===== config.mk =====
export PLATFORM = sky130hd
export DESIGN_NAME = render_frame_sequencer_flat
export DESIGN_NICKNAME = d
export VERILOG_FILES = /design/src/rtl/gfx_pkg.sv /design/src/rtl/render_frame_sequencer_if.sv /design/src/rtl/fb_clear_counter.sv /design/src/rtl/render_frame_sequencer.sv /design/src/flat_wrapper.sv
export SDC_FILE = /design/constraint.sdc
export NUM_CORES = 1
export LEC_CHECK = 0
export CELL_PAD_IN_SITES_DETAIL_PLACEMENT = 0
export CELL_PAD_IN_SITES_GLOBAL_PLACEMENT = 1
export CORE_MARGIN = 2
export CORE_UTILIZATION = 31
export CTS_BUF_LIST = sky130_fd_sc_hd__clkbuf_4
export CTS_CLUSTER_SIZE = 24
export DETAILED_ROUTE_END_ITERATION = 12
export MAX_ROUTING_LAYER = met4
export PLACE_DENSITY = 0.79
export SYNTH_ARGS = -nofsm -noshare
export SYNTH_HDL_FRONTEND = slang
export SYNTH_HIERARCHICAL = 1
export SYNTH_SLANG_ARGS = --single-unit

===== constraint.sdc =====
create_clock -name clk -period 2 [get_ports clk]
set_input_delay 0.3 -clock clk [delete_from_list [all_inputs] [get_ports clk]]
set_output_delay 0.3 -clock clk [all_outputs]
set_load 0.05 [all_outputs]

===== src/rtl/gfx_pkg.sv =====
// Shared graphics-pipeline constants and types: framebuffer geometry, RGB332 colour and the
// frame sequencer state encoding.
package gfx_pkg;

  localparam int unsigned FB_W     = 640;
  localparam int unsigned FB_H     = 480;
  localparam int unsigned FB_DEPTH = FB_W * FB_H;
  localparam int unsigned ADDR_W   = 19;

  typedef logic [7:0] rgb332_t;

  localparam rgb332_t BG_COLOR = 8'h00;

  typedef enum logic [2:0] {
    StIdle,
    StClear,
    StXform,
    StRast,
    StWaitSwap
  } seq_state_e;

endpackage


===== src/rtl/render_frame_sequencer_if.sv =====
// Handshake and clear-write bundle between the frame sequencer (master) and the
// xform / rast / framebuffer side (slave).
interface render_frame_sequencer_if
  import gfx_pkg::*;
#(
  parameter int unsigned IdxW  = 5,
  parameter int unsigned AddrW = 19
) ();

  logic            xform_req;
  logic [IdxW-1:0] xform_idx;
  logic            xform_ack;
  logic            rast_req;
  logic [IdxW-1:0] rast_idx;
  logic            rast_ack;
  logic            clear_we;
  logic [AddrW-1:0] clear_addr;
  rgb332_t         clear_data;

  modport master (
    output xform_req, xform_idx, rast_req, rast_idx, clear_we, clear_addr, clear_data,
    input  xform_ack, rast_ack
  );

  modport slave (
    input  xform_req, xform_idx, rast_req, rast_idx, clear_we, clear_addr, clear_data,
    output xform_ack, rast_ack
  );

endinterface


===== src/rtl/fb_clear_counter.sv =====
// Back-buffer clear address generator: one write per cycle over 0..FB_DEPTH-1 after start;
// done flags the cycle carrying the last write.
module fb_clear_counter
  import gfx_pkg::*;
#(
  parameter int unsigned FB_DEPTH = gfx_pkg::FB_DEPTH,
  parameter int unsigned ADDR_W   = gfx_pkg::ADDR_W
) (
  input  logic              clk,
  input  logic              reset,
  input  logic              start,
  output logic              we,
  output logic [ADDR_W-1:0] addr,
  output logic              done
);

  localparam logic [ADDR_W-1:0] LastAddr = ADDR_W'(FB_DEPTH - 1);

  logic              we_q, we_d;
  logic [ADDR_W-1:0] addr_q, addr_d;

  assign done = we_q && (addr_q == LastAddr);

  always_comb begin
    we_d   = we_q;
    addr_d = addr_q;
    if (start) begin
      we_d   = 1'b1;
      addr_d = '0;
    end else if (we_q) begin
      if (done) begin
        we_d   = 1'b0;
        addr_d = '0;
      end else begin
        addr_d = addr_q + ADDR_W'(1);
      end
    end
  end

  always_ff @(posedge clk or posedge reset) begin
    if (reset) begin
      we_q   <= 1'b0;
      addr_q <= '0;
    end else begin
      we_q   <= we_d;
      addr_q <= addr_d;
    end
  end

  assign we   = we_q;
  assign addr = addr_q;

endmodule


===== src/rtl/render_frame_sequencer.sv =====
// Per-frame render scheduler: optional back-buffer clear, then xform/rast handshakes per
// triangle, buffer swap on vsync. Define RENDER_CLEAR_EN to build the clear phase.
module render_frame_sequencer
  import gfx_pkg::*;
#(
  parameter int unsigned MAX_TRIANGLES = 20,
  parameter int unsigned IDX_W         = 5,
  parameter int unsigned FB_DEPTH      = gfx_pkg::FB_DEPTH,
  parameter int unsigned ADDR_W        = gfx_pkg::ADDR_W,
  parameter rgb332_t     BG_COLOR      = gfx_pkg::BG_COLOR
) (
  input  logic                     clk,
  input  logic                     reset,
  input  logic                     vsync_start,
  input  logic [IDX_W-1:0]         tri_count,
  render_frame_sequencer_if.master bus,
  output logic                     buf_sel,
  output logic                     frame_done,
  output logic                     overrun,
  output logic                     busy
);

  localparam logic [IDX_W-1:0] MaxTri = IDX_W'(MAX_TRIANGLES);
  localparam logic [IDX_W-1:0] One    = IDX_W'(1);

  seq_state_e       state_q, state_d, start_st;
  logic [IDX_W-1:0] n_q, n_d, idx_q, idx_d, n_new;
  logic             xform_req_q, xform_req_d, rast_req_q, rast_req_d, busy_q, busy_d;
  logic             buf_sel_q, buf_sel_d, frame_done_q, frame_done_d, overrun_q, overrun_d;
  logic             clr_done;

  assign n_new = (tri_count > MaxTri) ? MaxTri : tri_count;

`ifdef RENDER_CLEAR_EN
  logic              clr_start, clr_we;
  logic [ADDR_W-1:0] clr_addr;

  assign start_st  = StClear;
  assign clr_start = (state_d == StClear) && (state_q != StClear);

  fb_clear_counter #(
    .FB_DEPTH(FB_DEPTH),
    .ADDR_W  (ADDR_W)
  ) u_clear (
    .clk  (clk),
    .reset(reset),
    .start(clr_start),
    .we   (clr_we),
    .addr (clr_addr),
    .done (clr_done)
  );

  assign bus.clear_we   = clr_we;
  assign bus.clear_addr = clr_addr;
`else
  logic unused_cfg;

  assign start_st       = (n_new != '0) ? StXform : StWaitSwap;
  assign clr_done       = 1'b0;
  assign bus.clear_we   = 1'b0;
  assign bus.clear_addr = '0;
  assign unused_cfg     = ^{FB_DEPTH, ADDR_W};
`endif

  // Next state, triangle count and index.
  always_comb begin
    state_d = state_q;
    n_d     = n_q;
    idx_d   = idx_q;
    unique case (state_q)
      StIdle, StWaitSwap: begin
        if (vsync_start) begin
          n_d     = n_new;
          idx_d   = '0;
          state_d = start_st;
        end
      end
      StClear: begin
        if (clr_done) state_d = (n_q != '0) ? StXform : StWaitSwap;
      end
      StXform: begin
        if (bus.xform_ack) state_d = StRast;
      end
      StRast: begin
        if (bus.rast_ack) begin
          if (idx_q == n_q - One) begin
            state_d = StWaitSwap;
          end else begin
            idx_d   = idx_q + One;
            state_d = StXform;
          end
        end
      end
      default: state_d = StIdle;
    endcase
  end

  // Registered outputs follow the next state; swap/overrun are vsync events on the current state.
  always_comb begin
    xform_req_d  = (state_d == StXform);
    rast_req_d   = (state_d == StRast);
    busy_d       = state_d inside {StClear, StXform, StRast};
    frame_done_d = vsync_start && (state_q == StWaitSwap);
    overrun_d    = vsync_start && (state_q inside {StClear, StXform, StRast});
    buf_sel_d    = buf_sel_q ^ frame_done_d;
  end

  always_ff @(posedge clk or posedge reset) begin
    if (reset) begin
      state_q      <= StIdle;
      n_q          <= '0;
      idx_q        <= '0;
      xform_req_q  <= 1'b0;
      rast_req_q   <= 1'b0;
      busy_q       <= 1'b0;
      buf_sel_q    <= 1'b0;
      frame_done_q <= 1'b0;
      overrun_q    <= 1'b0;
    end else begin
      state_q      <= state_d;
      n_q          <= n_d;
      idx_q        <= idx_d;
      xform_req_q  <= xform_req_d;
      rast_req_q   <= rast_req_d;
      busy_q       <= busy_d;
      buf_sel_q    <= buf_sel_d;
      frame_done_q <= frame_done_d;
      overrun_q    <= overrun_d;
    end
  end

  assign bus.xform_req  = xform_req_q;
  assign bus.xform_idx  = idx_q;
  assign bus.rast_req   = rast_req_q;
  assign bus.rast_idx   = idx_q;
  assign bus.clear_data = BG_COLOR;
  assign buf_sel        = buf_sel_q;
  assign frame_done     = frame_done_q;
  assign overrun        = overrun_q;
  assign busy           = busy_q;

endmodule


===== src/flat_wrapper.sv =====
// flat-port wrapper written by rule: the top's interface ports become plain ports
module render_frame_sequencer_flat import gfx_pkg::*;
#(
  parameter int unsigned MAX_TRIANGLES = 20,
  parameter int unsigned IDX_W         = 5,
  parameter int unsigned FB_DEPTH      = gfx_pkg::FB_DEPTH,
  parameter int unsigned ADDR_W        = gfx_pkg::ADDR_W,
  parameter rgb332_t     BG_COLOR      = gfx_pkg::BG_COLOR
)
  (clk, reset, vsync_start, tri_count, buf_sel, frame_done, overrun, busy, bus_xform_req, bus_xform_idx, bus_rast_req, bus_rast_idx, bus_clear_we, bus_clear_addr, bus_clear_data, bus_xform_ack, bus_rast_ack);
  render_frame_sequencer_if #(.IdxW((5)), .AddrW((19))) bus_i ();
  input  logic clk;
  input  logic reset;
  input  logic vsync_start;
  input  logic [IDX_W-1:0] tri_count;
  output logic buf_sel;
  output logic frame_done;
  output logic overrun;
  output logic busy;
  output wire logic [$bits(bus_i.xform_req)-1:0] bus_xform_req;
  output wire logic [$bits(bus_i.xform_idx)-1:0] bus_xform_idx;
  output wire logic [$bits(bus_i.rast_req)-1:0] bus_rast_req;
  output wire logic [$bits(bus_i.rast_idx)-1:0] bus_rast_idx;
  output wire logic [$bits(bus_i.clear_we)-1:0] bus_clear_we;
  output wire logic [$bits(bus_i.clear_addr)-1:0] bus_clear_addr;
  output wire logic [$bits(bus_i.clear_data)-1:0] bus_clear_data;
  input wire logic [$bits(bus_i.xform_ack)-1:0] bus_xform_ack;
  input wire logic [$bits(bus_i.rast_ack)-1:0] bus_rast_ack;
  assign bus_xform_req = bus_i.xform_req;
  assign bus_xform_idx = bus_i.xform_idx;
  assign bus_rast_req = bus_i.rast_req;
  assign bus_rast_idx = bus_i.rast_idx;
  assign bus_clear_we = bus_i.clear_we;
  assign bus_clear_addr = bus_i.clear_addr;
  assign bus_clear_data = bus_i.clear_data;
  assign bus_i.xform_ack = bus_xform_ack;
  assign bus_i.rast_ack = bus_rast_ack;
  render_frame_sequencer #(.MAX_TRIANGLES(MAX_TRIANGLES), .IDX_W(IDX_W), .FB_DEPTH(FB_DEPTH), .ADDR_W(ADDR_W), .BG_COLOR(BG_COLOR)) u_core (.clk(clk), .reset(reset), .vsync_start(vsync_start), .tri_count(tri_count), .bus(bus_i), .buf_sel(buf_sel), .frame_done(frame_done), .overrun(overrun), .busy(busy));
endmodule

==> results.md <==
| Step | Parameter | Value |
|:---|:---|:---|
| power and ir drop | Cell internal pwr | 1.08 mW |
| timing | Final setup vio count | 0 |
| timing | Maximum frequency from static timing analysis | 0.515 GHz |
| flow run | Number of violations of the max-capacitance limit | 0 |
| clocking | TritonCTS Sinks | 19 |
| clocking | Worst-Skew Late Latency | 0.29 ns |
| yosys | Share of the yosys chip area belonging to registers | 0.391 |
| timing | Post-route fraction of the period consumed by the critical path | 0.972 |
| setup path | Worst R2R End | u_core/state_q[2]$_DFF_PP0_ |
| setup path | Launch point of the worst reg-to-reg path | u_core/n_q[1]$_DFFE_PP0P_ |
| clocking | Cts bufs inserted | 3 |
| setup path | Cell Chain, Critical Path | clkdlybuf4s50_1 |
| global routing | Pin count of the biggest net entering global routing | 20 |
| floorplan | Die footprint | 4440 um2 |
| yosys | Flip-flop cell with the highest count after synthesis | sky130_fd_sc_hd__dfrtp_1 |
| floorplan | Width of the die | 66.6 um |
| setup path | Worst reg2reg path depth | 8 |
| floorplan | Row cnt | 22 |
| route | Total via count after detailed routing | 823 |
| setup path | Kind of cell adding the most delay to the critical path | buffers and inverters |
| yosys | Cell variety after synth | 33 |
| route | Via-to-Cell Ratio | 4.16 |
| finish | Ratio of cells with drive above 1 in the final layout | 0.0867 |
| run status | Run status | finished clean |
| timing | Slew headroom | 0.520 |
| yosys | Number of enable-type register cells in the synthesized netlist | 0 |
| yosys | Flop and latch count out of synthesis | 19 |
| global routing | Number of antenna violations at the first check in global routing | 0 |
| power and ir drop | Leak pwr | 0.683 nW |
| hold path | Hold/Removal Path Class | input port to asynchronous set/reset pin |
| timing | Worst clock skew | 0.0117 ns |
| setup path | CP max stage delay | 0.85 ns |
| floorplan | Initial Utilization | 0.327 |
| route | Antenna-violating nets left | 0 |
| setup path | Largest driver fanout on the critical path | 6 |
| power and ir drop | Ratio of total power to cell area | 1590 nW/um2 |
| route | Drt pass-1 iters | 4 |
| placement | Gp weighted congestion | 0.760 |
| clocking | TritonCTS clock tree | built |
| clocking | Clock transition time at the flip-flop clock pins of the worst setup and hold paths | 0.11 ns |
| yosys | Async SR Flop Fraction | 1.00 |
| setup path | Worst setup path class | flip-flop to output pin |
| setup path | Crit path required time | 1.70 ns |
| placement | Placement-stage cell area | 1380 um2 |
| yosys | Cell taking the most area after synthesis | sky130_fd_sc_hd__dfrtp_1 |
| yosys | Share of Yosys cell area claimed by the top area cell type | 0.391 |
| finish | Layout overhead on the synthesized area | 17.0% |
| setup path | Total buffers and inverters traversed by the critical path | 1 |
| floorplan | Ports | 54 |
| floorplan | Standard cell core area | 3720 um2 |
| yosys | Mean cell area of the mapped netlist | 9.57 um2 |
| clocking | Cells resized by post-CTS repair | 2 |
| timing | Setup_tns | 0 ns |
| setup path | Critical Path AT | 1.64 ns |
| finish | Nets | 163 |
| timing | Final critical delay including setup and external delays | 1.94 ns |
| setup path | Master of the slowest instance on the critical path | sky130_fd_sc_hd__clkdlybuf4s50_1 |
| setup path | Critical Path Start Type | flip-flop |
| power and ir drop | Max IR drop VDD | 350 uV |
| clocking | Clock H-tree levels | 1 |
| floorplan | Die height | 66.6 um |
| global routing | Global-route wire length before repair | 3.38 mm |
| clocking | Clock root buffer master | sky130_fd_sc_hd__clkbuf_4 |
| timing | Count of pins over their slew limit | 0 |
| yosys | Yosys Warn Count | 6 |
| timing | Setup repair after global routing missed its margin | no |
| route | Number of remaining DRC errors | 0 |
| power and ir drop | Reg power frac | 0.296 |
| clocking | Maximum root-to-sink buffer count | 2 |
| clocking | Count of hold-fix buffers inserted at cts | 0 |
| power and ir drop | Portion of total power attributed to the clock network | 0.090 |
| placement | Number of input and output port buffers inserted | 25 |
| global routing | GRT Overall Usage | 0.102 |
| power and ir drop | Reported net switching power | 1.18 mW |
| yosys | Synthesized netlist cell count | 127 |
| finish | Post-route design area | 1420 um2 |
| route | WL per Instance | 10.9 um |
| global routing | Number of global-route vias before repair | 787 |
| finish | Antenna diode count | 0 |
| yosys | Most common cell in the netlist | sky130_fd_sc_hd__buf_4 |
| yosys | Largest cells by area after synthesis | sky130_fd_sc_hd__dfrtp_1 39%, sky130_fd_sc_hd__buf_4 21%, sky130_fd_sc_hd__mux2i_1 3.3% |
| clocking | Setup bufs post-CTS | 0 |
| global routing | Overall overflow remaining after global route | 0 |
| setup path | Register-to-register path setup slack | 0.20 ns |
| yosys | Area of the mapped netlist | 1210 um2 |
| timing | Final Hold Violating Endpoints | 0 |
| timing | Slew at the pin closest to its max-slew limit | 0.720 ns |
| yosys | Leading post-synthesis cells by instance count | 34 x sky130_fd_sc_hd__buf_4, 19 x sky130_fd_sc_hd__dfrtp_1, 10 x sky130_fd_sc_hd__nand2_1 |
| setup path | Kind of capture point of the worst setup path | output pin |
| power and ir drop | Sw Ratio | 0.521 |
| placement | Total half-perimeter wirelength after legalization and detailed placement | 1.71 mm |
| route | First DRT Iteration DRCs | 10 |
| power and ir drop | Logic gate share of total power | 0.614 |
| route | Detailed Route WL | 2.16 mm |
## how the worst max path moves through the flow
| stage | from | endpoint | cells after the start |
|---|---|---|---|
| 2_1_floorplan | u_core/bus.rast_idx[2]$_DFFE_PP0P_ | u_core/state_q[1]$_DFF_PP0_ | 6 |
| 3_3_place_gp | tri_count[3] | u_core/state_q[2]$_DFF_PP0_ | 5 |
| 3_5_place_dp | tri_count[3] | u_core/state_q[2]$_DFF_PP0_ | 5 |
| 4_1_cts | u_core/bus.rast_idx[0]$_DFFE_PP0P_ | bus_rast_idx[0] | 1 |
| 6_report | u_core/bus.rast_idx[1]$_DFFE_PP0P_ | bus_rast_idx[1] | 1 |
| 5_1_grt | u_core/bus.rast_idx[1]$_DFFE_PP0P_ | bus_rast_idx[1] | 1 |
## metal layers
| metal | up-vias | share of wire | track usage |
|---|---|---|---|
| met5 | - | 0 | - |
| met3 | 2 | 0.055 | 0.0203 |
| li1 | 411 | - | - |
| met4 | 0 | 0.0083 | 0.0459 |
| met2 | 24 | 0.52 | 0.170 |
| met1 | 386 | 0.42 | 0.120 |
## sequential cells by signal, summed over array words and instances (netlist names)
name and flops:
u_core/buf_sel 1, u_core/n_q 5, u_core/state_q 3, u_core/frame_done 1, u_core/overrun 1, u_core/busy 1, u_core/bus.xform_req 1, u_core/bus.rast_idx 5
u_core/bus.rast_req 1
## worst register-to-register path: stages (launching register included)
cell and delay, ns:
sky130_fd_sc_hd__dfrtp_1 0.39, sky130_fd_sc_hd__inv_1 0.05, sky130_fd_sc_hd__ha_1 0.22, sky130_fd_sc_hd__and4bb_1 0.22, sky130_fd_sc_hd__o211ai_1 0.20, sky130_fd_sc_hd__a211oi_2 0.05, sky130_fd_sc_hd__buf_4 0.17, sky130_fd_sc_hd__and2b_2 0.23
sky130_fd_sc_hd__a22o_1 0.18
## power groups by stage
stage                     combinational [mW]  sequential (mW)  clock (mW)
after CTS                               1.39            0.675       0.212
after floorplan                        0.892            0.901           0
final                                   1.39            0.669       0.204
after detailed placement                1.40            0.684           0
after global placement                  1.36            0.675           0
after global routing                    1.48            0.696       0.226
## metrics by stage
step           utilization  std cells  worst slack, ns  hold slack, ns  power [mW]
6_report             0.382        198           0.0566           0.412        2.26
5_1_grt              0.382        198         0.000885           0.495        2.40
4_1_cts              0.379        198           0.0345           0.446        2.27
3_5_place_dp         0.372        194            0.157           0.457        2.08
3_3_place_gp         0.372        194            0.176           0.456        2.04
2_1_floorplan            -        154            0.141           0.251        1.79
## cells by family (layout without fill, tap and decap cells)
| family | after synthesis | count (layout) | synth area share |
|---|---|---|---|
| adder cells (fa/ha/maj) | 2 | 2 | 0.0206 |
| multiplexers | 6 | 6 | 0.0515 |
| AO/OA/AOI/OAI | 18 | 18 | 0.104 |
| buffers and inverters | 40 | 36 | 0.229 |
| flip-flops | 19 | 19 | 0.391 |
| AND/OR/NAND/NOR | 34 | 34 | 0.150 |
| other | 1 | 28 | 0.00309 |
| XOR/XNOR | 7 | 7 | 0.0505 |
## layout by cell type (no fill, tap or decap), types with 3 or more instances in the layout
cell type and instances:
sky130_fd_sc_hd__conb_1 28, sky130_fd_sc_hd__mux2i_1 4, sky130_fd_sc_hd__inv_1 5, sky130_fd_sc_hd__xnor2_1 4
sky130_fd_sc_hd__clkdlybuf4s50_1 21, sky130_fd_sc_hd__dfrtp_1 19, sky130_fd_sc_hd__nand2_1 10, sky130_fd_sc_hd__clkbuf_4 4
sky130_fd_sc_hd__a21oi_1 4, sky130_fd_sc_hd__nor2_1 9, sky130_fd_sc_hd__xor2_1 3, sky130_fd_sc_hd__a22o_1 3
## final cells by class
cell class	count	area, um2
repair buffers	27	268
multi-input cells	95	569
inverters	5	18.8
flip-flops and latches	19	475
well taps	48	60.1
clock buffers	4	30.0
fillers	380	2290
Note: power is estimated with default switching activity, not from simulation.
